==> config.mk <==
export PLATFORM = sky130hd
export DESIGN_NAME = lcd_write_sched
export DESIGN_NICKNAME = d
export VERILOG_FILES = /design/src/rtl/lcd_pkg.sv /design/src/rtl/lcd_word_cnt.sv /design/src/rtl/lcd_write_sched.sv
export SDC_FILE = /design/constraint.sdc
export NUM_CORES = 1
export LEC_CHECK = 0
export BUFFER_PORTS_ARGS = -buffer_cell sky130_fd_sc_hd__buf_4
export CORE_ASPECT_RATIO = 0.7
export CORE_MARGIN = 1.5
export CORE_UTILIZATION = 55
export DETAILED_ROUTE_END_ITERATION = 8
export PLACE_DENSITY = 0.86
export SETUP_SLACK_MARGIN = 0.4
export SLEW_MARGIN = 10
export SYNTH_ARGS = -nofsm -noshare
export SYNTH_HDL_FRONTEND = slang
export SYNTH_SLANG_ARGS = --single-unit
==> constraint.sdc <==
create_clock -name clk -period 8.2 [get_ports clk]
set_input_delay 1.64 -clock clk [delete_from_list [all_inputs] [get_ports clk]]
set_output_delay 1.64 -clock clk [all_outputs]
set_load 0.01 [all_outputs]
==> src/rtl/lcd_pkg.sv <==
// Shared definitions for the LCD write scheduler: FSM encoding, engine mode
// selection and default panel dimensions.
package lcd_pkg;

    localparam int CNT_W_DEF    = 17;
    localparam int PANEL_PIXELS = 76800;

    typedef enum logic [3:0] {
        ST_IDLE  = 4'b0001,
        ST_START = 4'b0010,
        ST_RUN   = 4'b0100,
        ST_DONE  = 4'b1000
    } state_e;

    typedef enum logic {
        MODE_INI   = 1'b0,
        MODE_COLOR = 1'b1
    } mode_e;

endpackage

==> src/rtl/lcd_word_cnt.sv <==
// Word counter for one engine run: remaining words count down while the
// word index counts up; last flags report when nothing remains after this word.
module lcd_word_cnt
    import lcd_pkg::*;
#(
    parameter int CNT_W = CNT_W_DEF
) (
    input  logic             clk,
    input  logic             rstn,
    input  logic             load_i,
    input  logic [CNT_W-1:0] load_val_i,
    input  logic             step_i,
    output logic [CNT_W-1:0] addr_o,
    output logic             last_o,
    output logic             last_next_o
);

    logic [CNT_W-1:0] remain_q, remain_d;
    logic [CNT_W-1:0] addr_q, addr_d;

    always_comb begin
        remain_d = remain_q;
        addr_d   = addr_q;
        if (load_i) begin
            remain_d = load_val_i;
            addr_d   = '0;
        end else if (step_i && (remain_q != '0)) begin
            remain_d = remain_q - CNT_W'(1);
            addr_d   = addr_q + CNT_W'(1);
        end
    end

    always_ff @(posedge clk or negedge rstn) begin
        if (!rstn) begin
            remain_q <= '0;
            addr_q   <= '0;
        end else begin
            remain_q <= remain_d;
            addr_q   <= addr_d;
        end
    end

    assign addr_o      = addr_q;
    assign last_o      = (remain_q == '0);
    assign last_next_o = (remain_d == '0);

endmodule

==> src/rtl/lcd_write_sched.sv <==
// Schedules init-sequence and colour-fill runs onto the LCD write engine,
// counting words from the engine strobe and reporting busy/done/abort.
module lcd_write_sched
    import lcd_pkg::*;
#(
    parameter int INI_LEN = 64,
    parameter int CNT_W   = CNT_W_DEF
) (
    input  logic             clk,
    input  logic             rstn,
    input  logic             ini_req_i,
    input  logic             fill_req_i,
    input  logic [CNT_W-1:0] fill_len_i,
    input  logic             abort_i,
    input  logic             eng_addr_en_i,
    output logic             eng_trans_o,
    output logic             eng_stop_o,
    output logic             eng_ini_en_o,
    output logic             eng_color_en_o,
    output logic [CNT_W-1:0] word_addr_o,
    output logic             busy_o,
    output logic             done_o,
    output logic             aborted_o
);

    localparam logic [CNT_W-1:0] INI_LAST = CNT_W'(INI_LEN - 1);

    state_e           state_q, state_d;
    mode_e            mode_q, mode_d;
    logic             ini_pend_q, ini_pend_d;
    logic             fill_pend_q, fill_pend_d;
    logic [CNT_W-1:0] len_q, len_d;

    logic             ini_eff, fill_eff, running;
    logic [CNT_W-1:0] take_len;
    logic             cnt_load, cnt_step, cnt_last, cnt_last_next;
    logic [CNT_W-1:0] cnt_load_val;
    logic             zero_done, abort_hit, run_d;

    logic trans_q, trans_d, stop_q, stop_d;
    logic ini_en_q, ini_en_d, color_en_q, color_en_d;
    logic busy_q, busy_d, done_q, done_d, aborted_q, aborted_d;

    // A request arriving this cycle is usable immediately; an older pending
    // fill keeps its own length even if a new one overwrites len_q.
    assign ini_eff  = ini_pend_q | ini_req_i;
    assign fill_eff = fill_pend_q | fill_req_i;
    assign take_len = fill_pend_q ? len_q : fill_len_i;
    assign running  = (state_q == ST_START) || (state_q == ST_RUN);

    lcd_word_cnt #(
        .CNT_W (CNT_W)
    ) u_word_cnt (
        .clk         (clk),
        .rstn        (rstn),
        .load_i      (cnt_load),
        .load_val_i  (cnt_load_val),
        .step_i      (cnt_step),
        .addr_o      (word_addr_o),
        .last_o      (cnt_last),
        .last_next_o (cnt_last_next)
    );

    always_ff @(posedge clk or negedge rstn) begin
        if (!rstn) begin
            state_q     <= ST_IDLE;
            mode_q      <= MODE_INI;
            ini_pend_q  <= 1'b0;
            fill_pend_q <= 1'b0;
            len_q       <= '0;
            trans_q     <= 1'b0;
            stop_q      <= 1'b0;
            ini_en_q    <= 1'b0;
            color_en_q  <= 1'b0;
            busy_q      <= 1'b0;
            done_q      <= 1'b0;
            aborted_q   <= 1'b0;
        end else begin
            state_q     <= state_d;
            mode_q      <= mode_d;
            ini_pend_q  <= ini_pend_d;
            fill_pend_q <= fill_pend_d;
            len_q       <= len_d;
            trans_q     <= trans_d;
            stop_q      <= stop_d;
            ini_en_q    <= ini_en_d;
            color_en_q  <= color_en_d;
            busy_q      <= busy_d;
            done_q      <= done_d;
            aborted_q   <= aborted_d;
        end
    end

    always_comb begin
        state_d      = state_q;
        mode_d       = mode_q;
        ini_pend_d   = ini_eff;
        fill_pend_d  = fill_eff;
        len_d        = fill_req_i ? fill_len_i : len_q;
        cnt_load     = 1'b0;
        cnt_load_val = '0;
        cnt_step     = 1'b0;
        zero_done    = 1'b0;
        abort_hit    = 1'b0;

        if (abort_i) begin
            ini_pend_d  = 1'b0;
            fill_pend_d = 1'b0;
            abort_hit   = running | ini_eff | fill_eff;
            if (running) begin
                state_d = ST_IDLE;
            end
        end

        case (state_q)
            ST_IDLE: begin
                // Taking a flag consumes the older request; a same-cycle new one stays pending.
                if (!abort_i) begin
                    if (ini_eff) begin
                        mode_d       = MODE_INI;
                        cnt_load     = 1'b1;
                        cnt_load_val = INI_LAST;
                        ini_pend_d   = ini_pend_q & ini_req_i;
                        state_d      = ST_START;
                    end else if (fill_eff) begin
                        fill_pend_d = fill_pend_q & fill_req_i;
                        if (take_len != '0) begin
                            mode_d       = MODE_COLOR;
                            cnt_load     = 1'b1;
                            cnt_load_val = take_len - CNT_W'(1);
                            state_d      = ST_START;
                        end else begin
                            zero_done = 1'b1;
                        end
                    end
                end
            end
            ST_START, ST_RUN: begin
                if (!abort_i) begin
                    state_d = ST_RUN;
                    if (eng_addr_en_i) begin
                        if (cnt_last) begin
                            state_d = ST_DONE;
                        end else begin
                            cnt_step = 1'b1;
                        end
                    end
                end
            end
            ST_DONE: state_d = ST_IDLE;
            default: state_d = ST_IDLE;
        endcase
    end

    always_comb begin
        run_d      = (state_d == ST_START) || (state_d == ST_RUN);
        trans_d    = run_d;
        stop_d     = run_d && cnt_last_next;
        ini_en_d   = run_d && (mode_d == MODE_INI);
        color_en_d = run_d && (mode_d == MODE_COLOR);
        busy_d     = (state_d != ST_IDLE);
        done_d     = (state_d == ST_DONE) || zero_done;
        aborted_d  = abort_hit;
    end

    assign eng_trans_o    = trans_q;
    assign eng_stop_o     = stop_q;
    assign eng_ini_en_o   = ini_en_q;
    assign eng_color_en_o = color_en_q;
    assign busy_o         = busy_q;
    assign done_o         = done_q;
    assign aborted_o      = aborted_q;

endmodule
# --- Yosys cells after proc, flatten, opt, wreduce, memory -nomap -nowiden ---
# Index checks and enable logic that the tools add are counted.
op_classes:
  n_addsub: 3
  eq_ne: 7
  n_mux: 49
  bitwise_logic: 7
  n_reduce_logical: 13
op_table:
  columns: ["operator", "n"]
  rows:
  - ["2-to-1 mux 17 bit", 10]
  - ["2-to-1 mux 4 bit", 9]
  - ["zero test 17 bit", 2]
  - ["nonzero test 17 bit", 2]
  - ["subtractor 17 x 1 -> 17 bit, second input constant", 2]
  - ["2-to-1 mux 1 bit", 29]
  - ["adder 17 x 1 -> 17 bit, second input constant", 1]
  - ["== test 4 x 2 -> 1 bit, second input constant", 2]
  - ["== test 4 x 3 -> 1 bit, second input constant", 2]
  - ["one-hot mux 4 bit (2 select lines)", 1]
  - ["== test 4 x 1 -> 1 bit, second input constant", 1]
  - ["== test 4 bit, second input constant", 1]
  - ["logical AND 1 bit", 4]
  - ["!= test 4 x 1 -> 1 bit, second input constant", 1]
  - ["OR 1 bit", 4]
  - ["logical OR 1 bit", 3]
  - ["AND 1 bit", 2]
  - ["nonzero test 2 bit", 1]
  - ["OR reduction 2 bit", 1]
  - ["inverter 1 bit", 1]
totals:
  regBits: 65
  inputBits: 23
  out_inout_bits: 24

# --- Longest topological paths before layout ---
logic_depth:
  ltp_word: 12
  mapped_depth: 15

# --- Cells and area by module ---
# From an unflattened synthesis, not the netlist that was laid out.
unflattened:
  hier_cells: 405
  area_unflattened_um2: 3826.2
by_module_without_submodules:
  columns: ["mod", "n_inst", "cells_per_inst", "area_per_inst_um2", "seq_area_each_um2"]
  rows:
  - ["lcd_write_sched", 1, 200, 1934.4, 777.0]
  - ["lcd_word_cnt", 1, 205, 1891.8, 850.8]

# --- Worst setup path after synthesis ---
# No wires, ideal clock.
synth_timing:
  path_type: "input to register"
  from: "input port fill_len_i[0]"
  to: "register stop_q (netlist: eng_stop_o)"
  setup_ps: 96
  t_arrival_ps: 3800
  required_ps: 8104
  slack_ps: 4304
  path_stages: 11
  n_path_buf: 1
  cell_sequence: "mux2_2 > inv_1 > ha_1 > o211ai_2 > nor4_4 > o21a_1 > buf_6 > inv_4 > a2bb2oi_1 > or4_1 > nor4_2"
synth_between:
  elab_chain_len: 10
  word_cells_on_any_way: 24
synth_rtl:
  columns: ["item", "line", "text"]
  rows:
  - ["start, declared", "lcd_write_sched.sv:13", "input logic [CNT_W-1:0] fill_len_i,"]
  - ["2-to-1 mux 17 bit *", "lcd_write_sched.sv:48", "assign take_len = fill_pend_q ? len_q : fill_len_i;"]
  - ["subtractor 17 x 1 -> 17 bit / nonzero test 17 bit (equally long branches)", "lcd_write_sched.sv:130, lcd_write_sched.sv:127", null]
  - ["2-to-1 mux 17 bit / 2-to-1 mux 1 bit (equally long branches)", "lcd_write_sched.sv:127", "if (take_len != '0) begin"]
  - ["2-to-1 mux 17 bit / 2-to-1 mux 1 bit (equally long branches)", "lcd_write_sched.sv:125", "end else if (fill_eff) begin"]
  - ["2-to-1 mux 17 bit / 2-to-1 mux 1 bit (equally long branches)", "lcd_write_sched.sv:119", "if (ini_eff) begin"]
  - ["2-to-1 mux 17 bit / 2-to-1 mux 1 bit (equally long branches)", "lcd_write_sched.sv:118", "if (!abort_i) begin"]
  - ["2-to-1 mux 17 bit / 2-to-1 mux 1 bit (equally long branches)", "lcd_write_sched.sv:115", "case (state_q)"]
  - ["2-to-1 mux 17 bit *", "lcd_word_cnt.sv:24", "if (load_i) begin"]
  - ["named net u_word_cnt.remain_d[3]", "lcd_word_cnt.sv:18", "logic [CNT_W-1:0] remain_q, remain_d;"]
  - ["zero test 17 bit *", "lcd_word_cnt.sv:45", "assign last_next_o = (remain_d == '0);"]
  - ["logical AND 1 bit *", "lcd_write_sched.sv:158", "stop_d = run_d && cnt_last_next;"]
  - ["named net stop_d", "lcd_write_sched.sv:40", "logic trans_q, trans_d, stop_q, stop_d;"]
  - ["end signal, assigned", "lcd_write_sched.sv:85", "stop_q <= stop_d;"]
  - ["end, declared", "lcd_write_sched.sv:40", null]
# Mark *: on every way through the listed nets, which the timed path passes. The rest lies on a longest branch.
# A chain may end at the register's enable or synchronous reset.

# --- Final worst setup path ---
layout_timing:
  from: "input port fill_len_i[11]"
  to: "register stop_q (netlist: eng_stop_o)"
layout_between:
  elab_chain_len: 10
  word_cells_on_any_way: 24
layout_rtl:
  columns: ["item", "line"]
  rows:
  - ["2-to-1 mux 17 bit *", "lcd_write_sched.sv:48"]
  - ["nonzero test 17 bit *", "lcd_write_sched.sv:127"]
  - ["2-to-1 mux 17 bit / 2-to-1 mux 1 bit (equally long branches)", "lcd_write_sched.sv:127"]
  - ["2-to-1 mux 17 bit / 2-to-1 mux 1 bit (equally long branches)", "lcd_write_sched.sv:125"]
  - ["2-to-1 mux 17 bit / 2-to-1 mux 1 bit (equally long branches)", "lcd_write_sched.sv:119"]
  - ["2-to-1 mux 17 bit / 2-to-1 mux 1 bit (equally long branches)", "lcd_write_sched.sv:118"]
  - ["2-to-1 mux 17 bit / 2-to-1 mux 1 bit (equally long branches)", "lcd_write_sched.sv:115"]
  - ["2-to-1 mux 17 bit *", "lcd_word_cnt.sv:24"]
  - ["named net u_word_cnt.remain_d[3]", "lcd_word_cnt.sv:18"]
  - ["zero test 17 bit *", "lcd_word_cnt.sv:45"]
  - ["logical AND 1 bit *", "lcd_write_sched.sv:158"]
  - ["named net stop_d", "lcd_write_sched.sv:40"]
# Marked as above.

==> results.cfg <==
[run_status]
status = completed

[synthesis]
syn-cell-area_um2 = 3950
synthAdderAreaFrac = 0.0158
synthSimpleGateAreaFrac = 0.238
yosys-top-cells-area = dfrtp_1, mux2_2, xor2_1, xnor2_1, nor2_1
async_flop_share = 1.00
synth_common_cells = dfrtp_1, nor2_1, nand2_1
yosys.cell_count.top_type = dfrtp_1
synth-edff-count = 0
yosys.area.top_type = dfrtp_1
seq_area_frac_synth = 0.412
synth_compound_area_frac = 0.113
syn_inst = 401
ys.flop_type = dfrtp_1
yosys_warnings = 0
muxShareOfSynthArea = 0.0988
avgSynthCellArea_um2 = 9.85
ys_types = 70
synth_top_area_frac = 0.405
synth.ff_latch_count = 65
synth_top_family_by_area = simple AND/OR/NAND/NOR gates
synth-xor-area-share = 0.0864
syn_nets = 429

[critical_path]
cp.arrival_ps = 4510
max_stage_delay_ps = 490
crit_slowest_cell = nor4_1
r2r-start = fill_pend_q
cp-end-kind = register
start_kind = input port
worstRegToRegCells = 9
r2r_slack_ps = 4450
worst-path-max-fanout = 33
startpoint = fill_len_i[11]
path_class = input port to register
r2r_end = eng_stop_o
required_ps = 8460
timing.critical_path.cells = buf_4, nor4_1, o221ai_2, nor4_4, o21a_1, inv_4, a2bb2oi_1, or4_1, nor4_2

[sta]
drv_slew = 0
slew-limit-headroom = 0.419
setup_viol = 0
finalHoldViolCount = 0
worst_slew_pin_slew_ps = 863
whs_ps = 517
rsz0062_at_grt = false
min_period_ps = 4250
final.setup.tns_ps = 0
fin_crit_sh = 0.518
fmax_ghz = 0.235
finalClockSkew_ps = 8.84

[cts]
cts.sinks = 65
clk_latency_ps = 350
cts_tree = built
root_buffer = clkbuf_8
clk_pin_slew_worst_paths_ps = 70
ctsHtreeMaxLevel = 3
post_cts_buffers = 0
post_cts_resized = 0
hold_buffers = 0
max-clock-path-buffers = 2
cts_buffers = 9

[grt]
grt_pass1_vias = 3242
antenna_found_initial = 0
gr-usage-all-layers = 0.264
grt-ovfl-total = 0
grt_pass1_wl_um = 15800
grt_max_degree = 66

[min_path]
min_path_type = register to register
whs_path_depth = 1
worstHoldStart = len_q[15]
worstHoldEndpoint = len_q[15]

[power]
leakage_uw = 0.00190
power.density_cell_area_nw_per_um2 = 240
peakVddDrop_uv = 167

[final_layout]
area_growth_pct = 14.8
nFillCells = 526
utilization = 0.662
num_antenna_cells = 0
drive_above_1_share = 0.223
nets = 471

[route]
routed_wl_um = 9290
drtAntennaViolNets = 0
drt_iter0_markers = 388
wl_met1_um = 4210
wl_met2_um = 4220
num_vias = 3330
drc = 0
wl_per_cell_um = 17.1
drtPass1Iterations = 6
dr.max_layer_used = met4
met3_length_um = 657
avgViaCountPerCell = 6.14

[floorplan]
rows = 25
initial_core_util = 0.577
coreArea_um2 = 6850
die_w_um = 104
die_h_um = 73.9
die_area_um2 = 7710
io_pins = 47

[run]
max_cap_violations = 0

[place]
portBuffers = 46
place_hpwl_um = 6630
place.gp.congestion = 0.947
placed cells by master (no fill, tap or decap), types with 4 or more instances in the layout:
cell type / count
buf_4: 47
nand3_1: 7
o21ai_0: 11
nor2_1: 44
mux2_2: 19
nand4_1: 9
or3_1: 6
ha_1: 5
nor3b_1: 7
xor2_1: 20
and3_1: 4
nor3_1: 17
o22ai_1: 7
o31ai_1: 4
nor4_1: 11
nor4b_1: 5
clkbuf_8: 11
inv_1: 13
a21oi_1: 9
dfrtp_1: 64
nand2_1: 24
mux2i_1: 14
a22oi_1: 4
xnor2_1: 19
and2_1: 4
metal layers:
layer / track usage / up-vias
met4: 0.0988 / 0
li1: - / 1549
met1: 0.359 / 1606
met5: 0 / -
met3: 0.0701 / 27
met2: 0.412 / 148
worst max-delay path, delay by kind of cell:
kind            cells  cell delay, ps
compound gates      3             940
simple gates        4            1570
buf+inv             2             360
how the worst max path moves through the flow:
stage / endpoint / depth (start not counted)
global route: eng_stop_o / 11
finish: eng_stop_o / 9
detailed placement: eng_stop_o / 11
floorplan: eng_stop_o / 11
CTS: eng_stop_o / 11
global placement: eng_stop_o / 11
power breakdown:
group	switching (uW)	total, uW	internal (uW)	leakage (uW)
Clock	120	276	156	0.000103
Combinational	204	357	153	0.000970
Sequential	68.1	455	387	0.000825
Total	392	1090	696	0.00190
layout make-up:
type	count	area, um^2	share of cell area
Clock inverter	3	40.0	0.00883
Multi-Input combinational cell	306	2180	0.481
Timing Repair Buffer	47	353	0.0778
Clock buffer	13	159	0.0350
Inverter	14	55.1	0.0121
Sequential cell	65	1630	0.359
Tap cell	94	118	0.0259
flip-flops by register name (all words and copies together), names as in the netlist:
signal / count
len_q: 17
u_word_cnt.remain_q: 17
aborted_o: 1
eng_ini_en_o: 1
mode_q: 1
eng_color_en_o: 1
ini_pend_q: 1
eng_stop_o: 1
u_word_cnt.addr_o: 17
busy_o: 1
state_q: 4
eng_trans_o: 1
fill_pend_q: 1
done_o: 1
logic make-up (layout without fill, tap and decap cells):
group,after synthesis,in the layout
muxes,35,35
DFF,65,65
buffers and inverters,30,77
adders and majority gates,5,5
xor gates and xnor gates,39,39
and+or+nand+nor,164,164
AOI/OAI and AO/OA,63,63
stage by stage:
stage | cell area (um^2) | setup slack, ps | power, uW | cells
after floorplan | 3950 | 4300 | 709 | 401
after global placement | 4340 | 3750 | 793 | 526
after detailed placement | 4340 | 3630 | 804 | 526
after CTS | 4530 | 3990 | 1090 | 542
after global routing | 4530 | 3770 | 1150 | 542
final | 4530 | 3950 | 1090 | 542
Note: power is estimated with default switching activity, not from simulation.
